### src/rtl/spi_pkg.sv
// Shared SPI definitions for the read and write blocks: FSM state
// encoding and header field lengths.
package spi_pkg;

    localparam int unsigned ADDR_BITS  = 8;
    localparam int unsigned COUNT_BITS = 8;

    typedef enum logic [2:0] {
        IDLE       = 3'd0,
        SEND_ADDR  = 3'd1,
        SEND_COUNT = 3'd2,
        RECV       = 3'd3,
        DONE       = 3'd4
    } spi_state_e;

    // States in which the SPI clock runs.
    function automatic logic is_active(spi_state_e s);
        return (s == SEND_ADDR) || (s == SEND_COUNT) || (s == RECV);
    endfunction

endpackage

### src/rtl/spi_clk_gen.sv
// SPI bit-clock generator: each bit is one low clk cycle then one high
// clk cycle; strobes mark the edge that ends a high phase.
module spi_clk_gen (
    input  logic clk,
    input  logic rstn,
    input  logic enable,
    output logic spi_clk,
    output logic shift_en_c,
    output logic sample_en_c
);

    logic phase_q;
    logic phase_d;

    always_comb begin
        phase_d = enable ? ~phase_q : 1'b0;
    end

    always_ff @(posedge clk or negedge rstn) begin
        if (!rstn) begin
            phase_q <= 1'b0;
        end else begin
            phase_q <= phase_d;
        end
    end

    assign spi_clk = phase_q;

    // The edge closing a high phase both samples the target and opens the
    // next low phase, where the controller presents its next bit.
    assign sample_en_c = enable & phase_q;
    assign shift_en_c  = enable & phase_q;

endmodule

### src/rtl/spi_read.sv
// SPI register-read controller: sends start address and word count, then
// shifts in count words of REG_WIDTH bits from the target, MSB first.
module spi_read
    import spi_pkg::*;
#(
    parameter int unsigned REG_WIDTH = 8
) (
    input  logic                 clk,
    input  logic                 rstn,
    input  logic                 serial_in,
    input  logic                 new_command,
    input  logic [ADDR_BITS-1:0] start_read_register_addr,
    input  logic [COUNT_BITS-1:0] num_regs_to_read,
    output logic [REG_WIDTH-1:0] data_read_from_reg,
    output logic                 data_valid,
    output logic                 serial_out,
    output logic                 spi_clk,
    output logic                 transaction_complete
);

    localparam int unsigned MAX_BITS  = (REG_WIDTH > ADDR_BITS) ? REG_WIDTH : ADDR_BITS;
    localparam int unsigned BIT_CNT_W = (MAX_BITS > 1) ? $clog2(MAX_BITS) : 1;

    spi_state_e             state_q, state_d;
    logic                   cmd_prev_q;
    logic [ADDR_BITS-1:0]   tx_q, tx_d;
    logic [REG_WIDTH-1:0]   rx_q, rx_d;
    logic [REG_WIDTH-1:0]   rx_shift;
    logic [BIT_CNT_W-1:0]   bit_q, bit_d;
    logic [COUNT_BITS-1:0]  words_q, words_d;
    logic [REG_WIDTH-1:0]   data_q, data_d;
    logic                   valid_q, valid_d;
    logic                   done_q, done_d;
    logic                   cmd_rise;
    logic                   shift_en;
    logic                   sample_en;

    spi_clk_gen u_clk_gen (
        .clk         (clk),
        .rstn        (rstn),
        .enable      (is_active(state_q)),
        .spi_clk     (spi_clk),
        .shift_en_c  (shift_en),
        .sample_en_c (sample_en)
    );

    assign cmd_rise = new_command & ~cmd_prev_q;
    assign rx_shift = REG_WIDTH'({rx_q, serial_in});

    // Next-state and datapath.
    always_comb begin
        state_d = state_q;
        tx_d    = tx_q;
        rx_d    = rx_q;
        bit_d   = bit_q;
        words_d = words_q;
        data_d  = data_q;
        valid_d = 1'b0;
        done_d  = 1'b0;

        case (state_q)
            IDLE: begin
                if (cmd_rise) begin
                    words_d = num_regs_to_read;
                    bit_d   = BIT_CNT_W'(ADDR_BITS - 1);
                    rx_d    = '0;
                    if (num_regs_to_read == '0) begin
                        state_d = DONE;
                    end else begin
                        state_d = SEND_ADDR;
                        tx_d    = start_read_register_addr;
                    end
                end
            end
            SEND_ADDR: begin
                if (shift_en) begin
                    if (bit_q == '0) begin
                        state_d = SEND_COUNT;
                        tx_d    = ADDR_BITS'(words_q);
                        bit_d   = BIT_CNT_W'(COUNT_BITS - 1);
                    end else begin
                        tx_d  = {tx_q[ADDR_BITS-2:0], 1'b0};
                        bit_d = bit_q - BIT_CNT_W'(1);
                    end
                end
            end
            SEND_COUNT: begin
                if (shift_en) begin
                    if (bit_q == '0) begin
                        state_d = RECV;
                        tx_d    = '0;
                        bit_d   = BIT_CNT_W'(REG_WIDTH - 1);
                    end else begin
                        tx_d  = {tx_q[ADDR_BITS-2:0], 1'b0};
                        bit_d = bit_q - BIT_CNT_W'(1);
                    end
                end
            end
            RECV: begin
                if (sample_en) begin
                    rx_d = rx_shift;
                    if (bit_q == '0) begin
                        data_d  = rx_shift;
                        valid_d = 1'b1;
                        words_d = words_q - COUNT_BITS'(1);
                        bit_d   = BIT_CNT_W'(REG_WIDTH - 1);
                        if (words_q == COUNT_BITS'(1)) begin
                            state_d = DONE;
                        end
                    end else begin
                        bit_d = bit_q - BIT_CNT_W'(1);
                    end
                end
            end
            DONE: begin
                state_d = IDLE;
                done_d  = 1'b1;
            end
            default: begin
                state_d = IDLE;
            end
        endcase
    end

    always_ff @(posedge clk or negedge rstn) begin
        if (!rstn) begin
            state_q    <= IDLE;
            cmd_prev_q <= 1'b0;
            tx_q       <= '0;
            rx_q       <= '0;
            bit_q      <= '0;
            words_q    <= '0;
            data_q     <= '0;
            valid_q    <= 1'b0;
            done_q     <= 1'b0;
        end else begin
            state_q    <= state_d;
            cmd_prev_q <= new_command;
            tx_q       <= tx_d;
            rx_q       <= rx_d;
            bit_q      <= bit_d;
            words_q    <= words_d;
            data_q     <= data_d;
            valid_q    <= valid_d;
            done_q     <= done_d;
        end
    end

    // tx_q is zero outside the header, so its MSB is the line value.
    assign serial_out           = tx_q[ADDR_BITS-1];
    assign data_read_from_reg   = data_q;
    assign data_valid           = valid_q;
    assign transaction_complete = done_q;

endmodule

### config.mk
export PLATFORM = sky130hd
export DESIGN_NAME = spi_read
export DESIGN_NICKNAME = d
export VERILOG_FILES = /design/src/rtl/spi_pkg.sv /design/src/rtl/spi_clk_gen.sv /design/src/rtl/spi_read.sv
export SDC_FILE = /design/constraint.sdc
export NUM_CORES = 1
export LEC_CHECK = 0
export BUFFER_PORTS_ARGS = -buffer_cell sky130_fd_sc_hd__buf_2
export CAP_MARGIN = 25
export CELL_PAD_IN_SITES_DETAIL_PLACEMENT = 1
export CELL_PAD_IN_SITES_GLOBAL_PLACEMENT = 2
export CORE_UTILIZATION = 38
export CTS_BUF_LIST = sky130_fd_sc_hd__clkbuf_8
export DETAILED_ROUTE_END_ITERATION = 8
export PLACE_DENSITY = 0.9
export SYNTH_ARGS = -nofsm -noshare
export SYNTH_HDL_FRONTEND = slang
export SYNTH_SLANG_ARGS = --single-unit
### constraint.sdc
create_clock -name clk -period 2.2 [get_ports clk]
set_clock_uncertainty 0.15 [all_clocks]
set_input_delay 0 -clock clk [delete_from_list [all_inputs] [get_ports clk]]
set_output_delay 0 -clock clk [all_outputs]
set_load 0.1 [all_outputs]
==> results.toml, run 1 <==
[outcome]
run_status = "complete, no violations"

[power]
comb_power_share_pct = 10.0
power.share.switching_pct = 24.5
peak_vdd_ir_uv = 459
leakage_nw = 1.27
net-switching-power_mw = 0.419
clockPowerShare_pct = 43.9
seqPwrFrac_pct = 46.1
total_power_divided_by_cell_area_mw_per_mm2 = 624
p_int_mw = 1.29

[critical_path]
worst-path-max-fanout = 6
worst-endpoint-required_ps = 2240
crit_slowest_cell = "sky130_fd_sc_hd__dfrtp_1"
timing.critical_path.to_type = "flop"
worst_setup_path_class = "reg2reg"
timing.reg2reg.worst_path_depth = 7
worstPathCellList = "inv_1, ha_1, nor4bb_1, buf_4, and2_1, a221o_1, mux2_2"
start_kind = "flop"
timing.critical_path.arrival_ps = 2100
critical_path.max_stage_delay_ps = 370

[synth]
mappedNetlistArea_mm2 = 0.00210
yosysUniqueCellTypes = 41
synth.top_cells.by_area = "sky130_fd_sc_hd__dfrtp_1, sky130_fd_sc_hd__mux2_2, sky130_fd_sc_hd__o21ai_0, sky130_fd_sc_hd__inv_1, sky130_fd_sc_hd__nor2_1"
synth.top_cell.area_share_pct = 48.8
synth_edf_count = 0
synth-seq-cells = 41
ys_top_cells_by_count = "sky130_fd_sc_hd__dfrtp_1, sky130_fd_sc_hd__mux2_2, sky130_fd_sc_hd__o21ai_0"
synth.yosys.warnings = 0
synth_sequential_area_ratio_pct = 48.8
synth_largest_area_cell = "sky130_fd_sc_hd__dfrtp_1"
proportion_of_synthesized_flip_flops_having_asynchronous_set_or_reset_pct = 100
post_synth_inst_count = 199
synthesis.area_per_instance_um2 = 10.6
ys.flop_type = "sky130_fd_sc_hd__dfrtp_1"
mappedNetlistNets = 223
synth_most_common_cell = "sky130_fd_sc_hd__dfrtp_1"

[floorplan]
row_count = 26
initial_core_util_pct = 40.4
floorplan.core_area_mm2 = 0.00520
die-height_um = 76.4
die_w_um = 76.4
design.die.area_mm2 = 0.00584
design.portCount = 32

[route]
postRouteWirelength_um = 5560
route.detailed.vias_per_inst = 5.34
drt-wirelength-per-cell_um = 16.9
route.detailed.drc = 0
vias_post_dr = 1753
drt-initial-drc-count = 68
drt_first_pass_iters = 4
drt.antenna.violating_nets = 0

[grt]
wire_length_of_the_first_global_routing_pass_um = 9490
gr-total-overflow = 0
grtUsageTotal_pct = 21.2
antenna_found_initial = 0
number_of_global_route_vias_before_repair = 1884
grt_start_max_net_pins = 21

[finish]
antenna_cells_inserted = 0
syn_to_final_growth_pct = 30.5
final_area_mm2 = 0.00274
layout-drive-gt1-share_pct = 31.8
seq_area_mm2 = 0.00103
multi_input_comb_area_um2 = 985
filler_cell_count = 600
nets = 281

[timing]
final_critical_period_ps = 2060
worst_slew_pin_slew_ps = 495
finalSetupViolations = 0
max_freq_mhz = 485
final.setup.tns_ps = 0
slew_headroom_pct = 66.7
fin_crit_sh_pct = 93.7
final-hold-violation-count = 0
setup_repair_after_global_routing_missed_its_margin = "no"
report.final.slew_viol_count = 0

[clock_network]
worst_setup_hold_path_clk_slew_ps = 90
post-cts-setup-buffers = 0
clk-insertion-delay-late_ps = 310
cts_sink_cnt = 41
cts-root-buf = "sky130_fd_sc_hd__clkbuf_8"
inserted_clock_buffers = 5
max-clock-path-buffers = 2
cts-htree-levels = 2
cts_tree = "built"

[placed_design]
place.detailed.hpwl_um = 3920
placedInstanceArea_mm2 = 0.00239
placer_congestion = 0.772
portBuffers = 31

[run]
drv_cap = 0

[min_path]
timing.hold.worst.class = "in2async"
==> metal layers <==
metal	vias up	part of all wire [%]	global-route usage [%]
met4	0	1.6	8.27
met2	32	47	33.2
li1	844	-	-
met1	869	48	28.7
met3	8	3.0	4.43
met5	-	0	0
==> cell families (layout without fill, tap and decap cells) <==
family                   after synthesis  count (layout)  synth area share [%]
XOR/XNOR                               1               1                 0.774
buffers and inverters                 28              87                  5.53
AND/OR/NAND/NOR                       52              52                  14.2
multiplexers                          22              22                  11.6
flip-flops                            41              41                  48.8
adder cells (fa/ha/maj)                4               4                  2.38
AO/OA/AOI/OAI                         51              51                  16.8
==> final timing paths <==
path | from | slack, ps | end
worst max-delay path | bit_q[0] | 140 | tx_q[5]
worst min-delay path | rstn | 30 | tx_q[2]
worst max register to register | bit_q[0] | 140 | tx_q[5]
worst min register to register | bit_q[0] | 330 | bit_q[0]
max in group asynchronous | rstn | 1310 | data_valid
min in group clk | new_command | 220 | cmd_prev_q
==> power groups by stage <==
stage          clock (mW)  sequential [mW]  combinational (mW)
6_report            0.751            0.789               0.171
4_1_cts             0.764            0.789               0.171
2_1_floorplan           0            0.861              0.0294
3_3_place_gp            0            0.803               0.142
5_1_grt             0.793            0.793               0.184
3_5_place_dp            0            0.804               0.145
==> critical path: cells and delay by family, from the launching register on <==
| kind | cells | cell delay, ps |
|---|---|---|
| AOI/OAI and AO/OA | 1 | 320 |
| DFF | 1 | 370 |
| buffers and inverters | 2 | 220 |
| muxes | 1 | 270 |
| adders and majority gates | 1 | 240 |
| and+or+nand+nor | 2 | 380 |
==> through the flow <==
step / setup WS [ps] / utilization [%] / cells / hold slack [ps] / power [mW]
floorplan: 192 / - / 199 / -446 / 0.891
global placement: 140 / 46.0 / 301 / -168 / 0.946
detailed placement: 104 / 46.0 / 301 / -166 / 0.950
CTS: 94.7 / 52.3 / 328 / 33.9 / 1.72
global route: 3.63 / 52.7 / 328 / 77.0 / 1.77
finish: 139 / 52.7 / 328 / 27.8 / 1.71
==> what timing repair did <==
action | in CTS | in global routing
resized for setup | 0 | 4
endpoints found under the hold margin | 60 | 0
setup endpoints to repair | 0 | 6
hold buffers | 19 | 0
==> layout by cell type, fill, tap and decap left out, drive strengths merged, types with 3 or more instances in the layout <==
| master | count |
|---|---|
| a21oi | 7 |
| a221o | 5 |
| a22oi | 4 |
| a31oi | 4 |
| buf | 45 |
| clkbuf | 5 |
| dfrtp | 41 |
| dlygate4sd3 | 19 |
| ha | 4 |
| inv | 16 |
| mux2 | 19 |
| mux2i | 3 |
| nand3 | 9 |
| nor2 | 14 |
| nor3 | 6 |
| nor4 | 4 |
| nor4b | 5 |
| o21ai | 19 |
==> final cells by class <==
class                   count  share of cell area, %
flip-flops and latches     41                   37.4
multi-input cells         130                   35.9
repair buffers             64                   16.4
well taps                  70                   3.19
clock buffers               5                   2.51
clock inverters             3                   2.51
inverters                  15                   2.05
(Power assumes the default switching activity.)
==> run 2: changes to the inputs <==
--- a/config.mk
+++ b/config.mk
@@ -9,10 +9,10 @@
 export CAP_MARGIN = 25
 export CELL_PAD_IN_SITES_DETAIL_PLACEMENT = 1
 export CELL_PAD_IN_SITES_GLOBAL_PLACEMENT = 2
-export CORE_UTILIZATION = 38
-export CTS_BUF_LIST = sky130_fd_sc_hd__clkbuf_8
+export CORE_UTILIZATION = 36
+export CTS_BUF_LIST = sky130_fd_sc_hd__clkbuf_16
 export DETAILED_ROUTE_END_ITERATION = 8
-export PLACE_DENSITY = 0.9
+export PLACE_DENSITY = 0.86
 export SYNTH_ARGS = -nofsm -noshare
 export SYNTH_HDL_FRONTEND = slang
 export SYNTH_SLANG_ARGS = --single-unit
==> run 2 against run 1 <==
Net effect: sequential share of layout area is 0.17 points lower; power is 0.39% lower; register-to-register slack lost 40 ps; cell count is the same; critical path type unchanged; count of clock-buffer cells in the layout is the same; fmax shrank 2.1%.
==> results.toml, run 2 (synthesis results as in run 1) <==
[placed_design]
portBuffers = 31
placedInstanceArea_mm2 = 0.00239
place.detailed.hpwl_um = 3830
placer_congestion = 0.796

[floorplan]
floorplan.core_area_mm2 = 0.00557
design.portCount = 32
die_w_um = 78.4
design.die.area_mm2 = 0.00615
die-height_um = 78.4
initial_core_util_pct = 37.7
row_count = 27

[finish]
most-common-layout-cells = "sky130_fd_sc_hd__dfrtp_1, sky130_fd_sc_hd__buf_2, sky130_fd_sc_hd__o21ai_0, sky130_fd_sc_hd__mux2_2, sky130_fd_sc_hd__dlygate4sd3_1"
layout-drive-gt1-share_pct = 31.3
syn_to_final_growth_pct = 31.1
mostFrequentLayoutCell = "sky130_fd_sc_hd__dfrtp_1"
nets = 279
final_area_mm2 = 0.00276
final_util_pct = 49.5
antenna_cells_inserted = 0

[grt]
gr-total-overflow = 0
grtUsageTotal_pct = 20.1
number_of_global_route_vias_before_repair = 1887
antenna_found_initial = 0
grt_start_max_net_pins = 25
wire_length_of_the_first_global_routing_pass_um = 9480

[route]
route.detailed.drc = 0
drt-wirelength-per-cell_um = 17.1
drt_first_pass_iters = 4
drt-initial-drc-count = 87
drt.antenna.violating_nets = 0
route.detailed.vias_per_inst = 5.46
vias_post_dr = 1791
postRouteWirelength_um = 5600

[critical_path]
worst_r2r_endpoint = "tx_q[3]"
worst_setup_path_class = "reg2reg"
timing.reg2reg.worst_path_depth = 5
worst-path-max-fanout = 7
timing.critical_path.to_type = "flop"
ff2ff_setup_slack_ps = 100
worst-endpoint-required_ps = 2220
timing.critical_path.arrival_ps = 2120
setup.worst_path.start = "state_q[1]"
cp-endpoint = "tx_q[3]"
critical_path.reg2reg.startpoint = "state_q[1]"
start_kind = "flop"

[timing]
fin_crit_sh_pct = 95.7
final_critical_period_ps = 2100
slew_headroom_pct = 62.9
final-hold-violation-count = 0
finalSetupViolations = 0
setup_repair_after_global_routing_missed_its_margin = "no"
max_freq_mhz = 475
worst_slew_pin_slew_ps = 556
report.final.slew_viol_count = 0
final.setup.tns_ps = 0

[clock_network]
clk-insertion-delay-late_ps = 280
worst_setup_hold_path_clk_slew_ps = 60
cts_tree = "built"
inserted_clock_buffers = 5
cts-htree-levels = 2
cts-root-buf = "sky130_fd_sc_hd__clkbuf_16"
max-clock-path-buffers = 2
cts_sink_cnt = 41

[min_path]
timing.hold.worst.class = "in2async"

[power]
peak_vdd_ir_uv = 445
total_power_divided_by_cell_area_mw_per_mm2 = 619
total_power_mw = 1.70
leakage_nw = 1.27

[run]
drv_cap = 0

[outcome]
run_status = "complete, no violations"
## run 2: changes by cell type in the layout (fill, tap and decap cells not counted)
cell / change
sky130_fd_sc_hd__clkinv_4: +1
sky130_fd_sc_hd__clkbuf_16: +5
sky130_fd_sc_hd__bufinv_16: -2
sky130_fd_sc_hd__buf_4: -3
sky130_fd_sc_hd__buf_12: +1
sky130_fd_sc_hd__clkinvlp_4: +1
sky130_fd_sc_hd__clkbuf_8: -5
## run 2: worst max-delay path: stages (launching register included)
cell and delay, ps:
sky130_fd_sc_hd__dfrtp_1 450, sky130_fd_sc_hd__buf_4 190, sky130_fd_sc_hd__xnor2_4 180, sky130_fd_sc_hd__or2_2 370, sky130_fd_sc_hd__a221o_1 380, sky130_fd_sc_hd__mux2_2 270
## run 2: layout make-up
class	instances	area, um^2
Timing Repair Buffer	62	448
Clock inverter	3	25.0
Inverter	15	56.3
Fill cell	626	2820
Multi-Input combinational cell	130	985
Sequential cell	41	1030
Tap cell	72	90.1
Clock buffer	5	125
## run 2: where the power goes
| part | internal [mW] | switching [mW] | total [mW] | leakage (nW) |
|---|---|---|---|---|
| Combinational | 0.0624 | 0.108 | 0.170 | 0.714 |
| Clock | 0.426 | 0.317 | 0.743 | 0.0704 |
| Sequential | 0.774 | 0.0168 | 0.791 | 0.483 |
| Total | 1.26 | 0.442 | 1.70 | 1.27 |
## run 2: worst min path at each step
stage | startpoint | end | slack [ps]
after floorplan | rstn | bit_q[0] | -450
after global placement | rstn | u_clk_gen.spi_clk | -120
after detailed placement | rstn | u_clk_gen.spi_clk | -120
after CTS | rstn | u_clk_gen.spi_clk | 120
after global routing | rstn | u_clk_gen.spi_clk | 140
final | rstn | u_clk_gen.spi_clk | 80
## run 2: stage by stage
step,hold slack (ps),cells,worst slack [ps]
6_report,84.9,328,95.0
5_1_grt,137,328,53.3
4_1_cts,116,328,65.7
3_5_place_dp,-120,301,83.9
3_3_place_gp,-123,301,137
2_1_floorplan,-446,199,192
## run 2: repair_timing
item	CTS	global route
resized for setup	0	4
endpoints found under the hold margin	43	0
endpoints found under the setup margin	0	13
hold buffers	19	0
buffers inserted	0	0
## run 2: per-layer routing
metal  track usage, %  up-vias  routed length (um)
met5                0        -                   0
met4             3.89        0                  35
met3             4.88        4                 127
met2             32.2       26                2690
met1             27.8      914                2750
li1                 -      847                   -
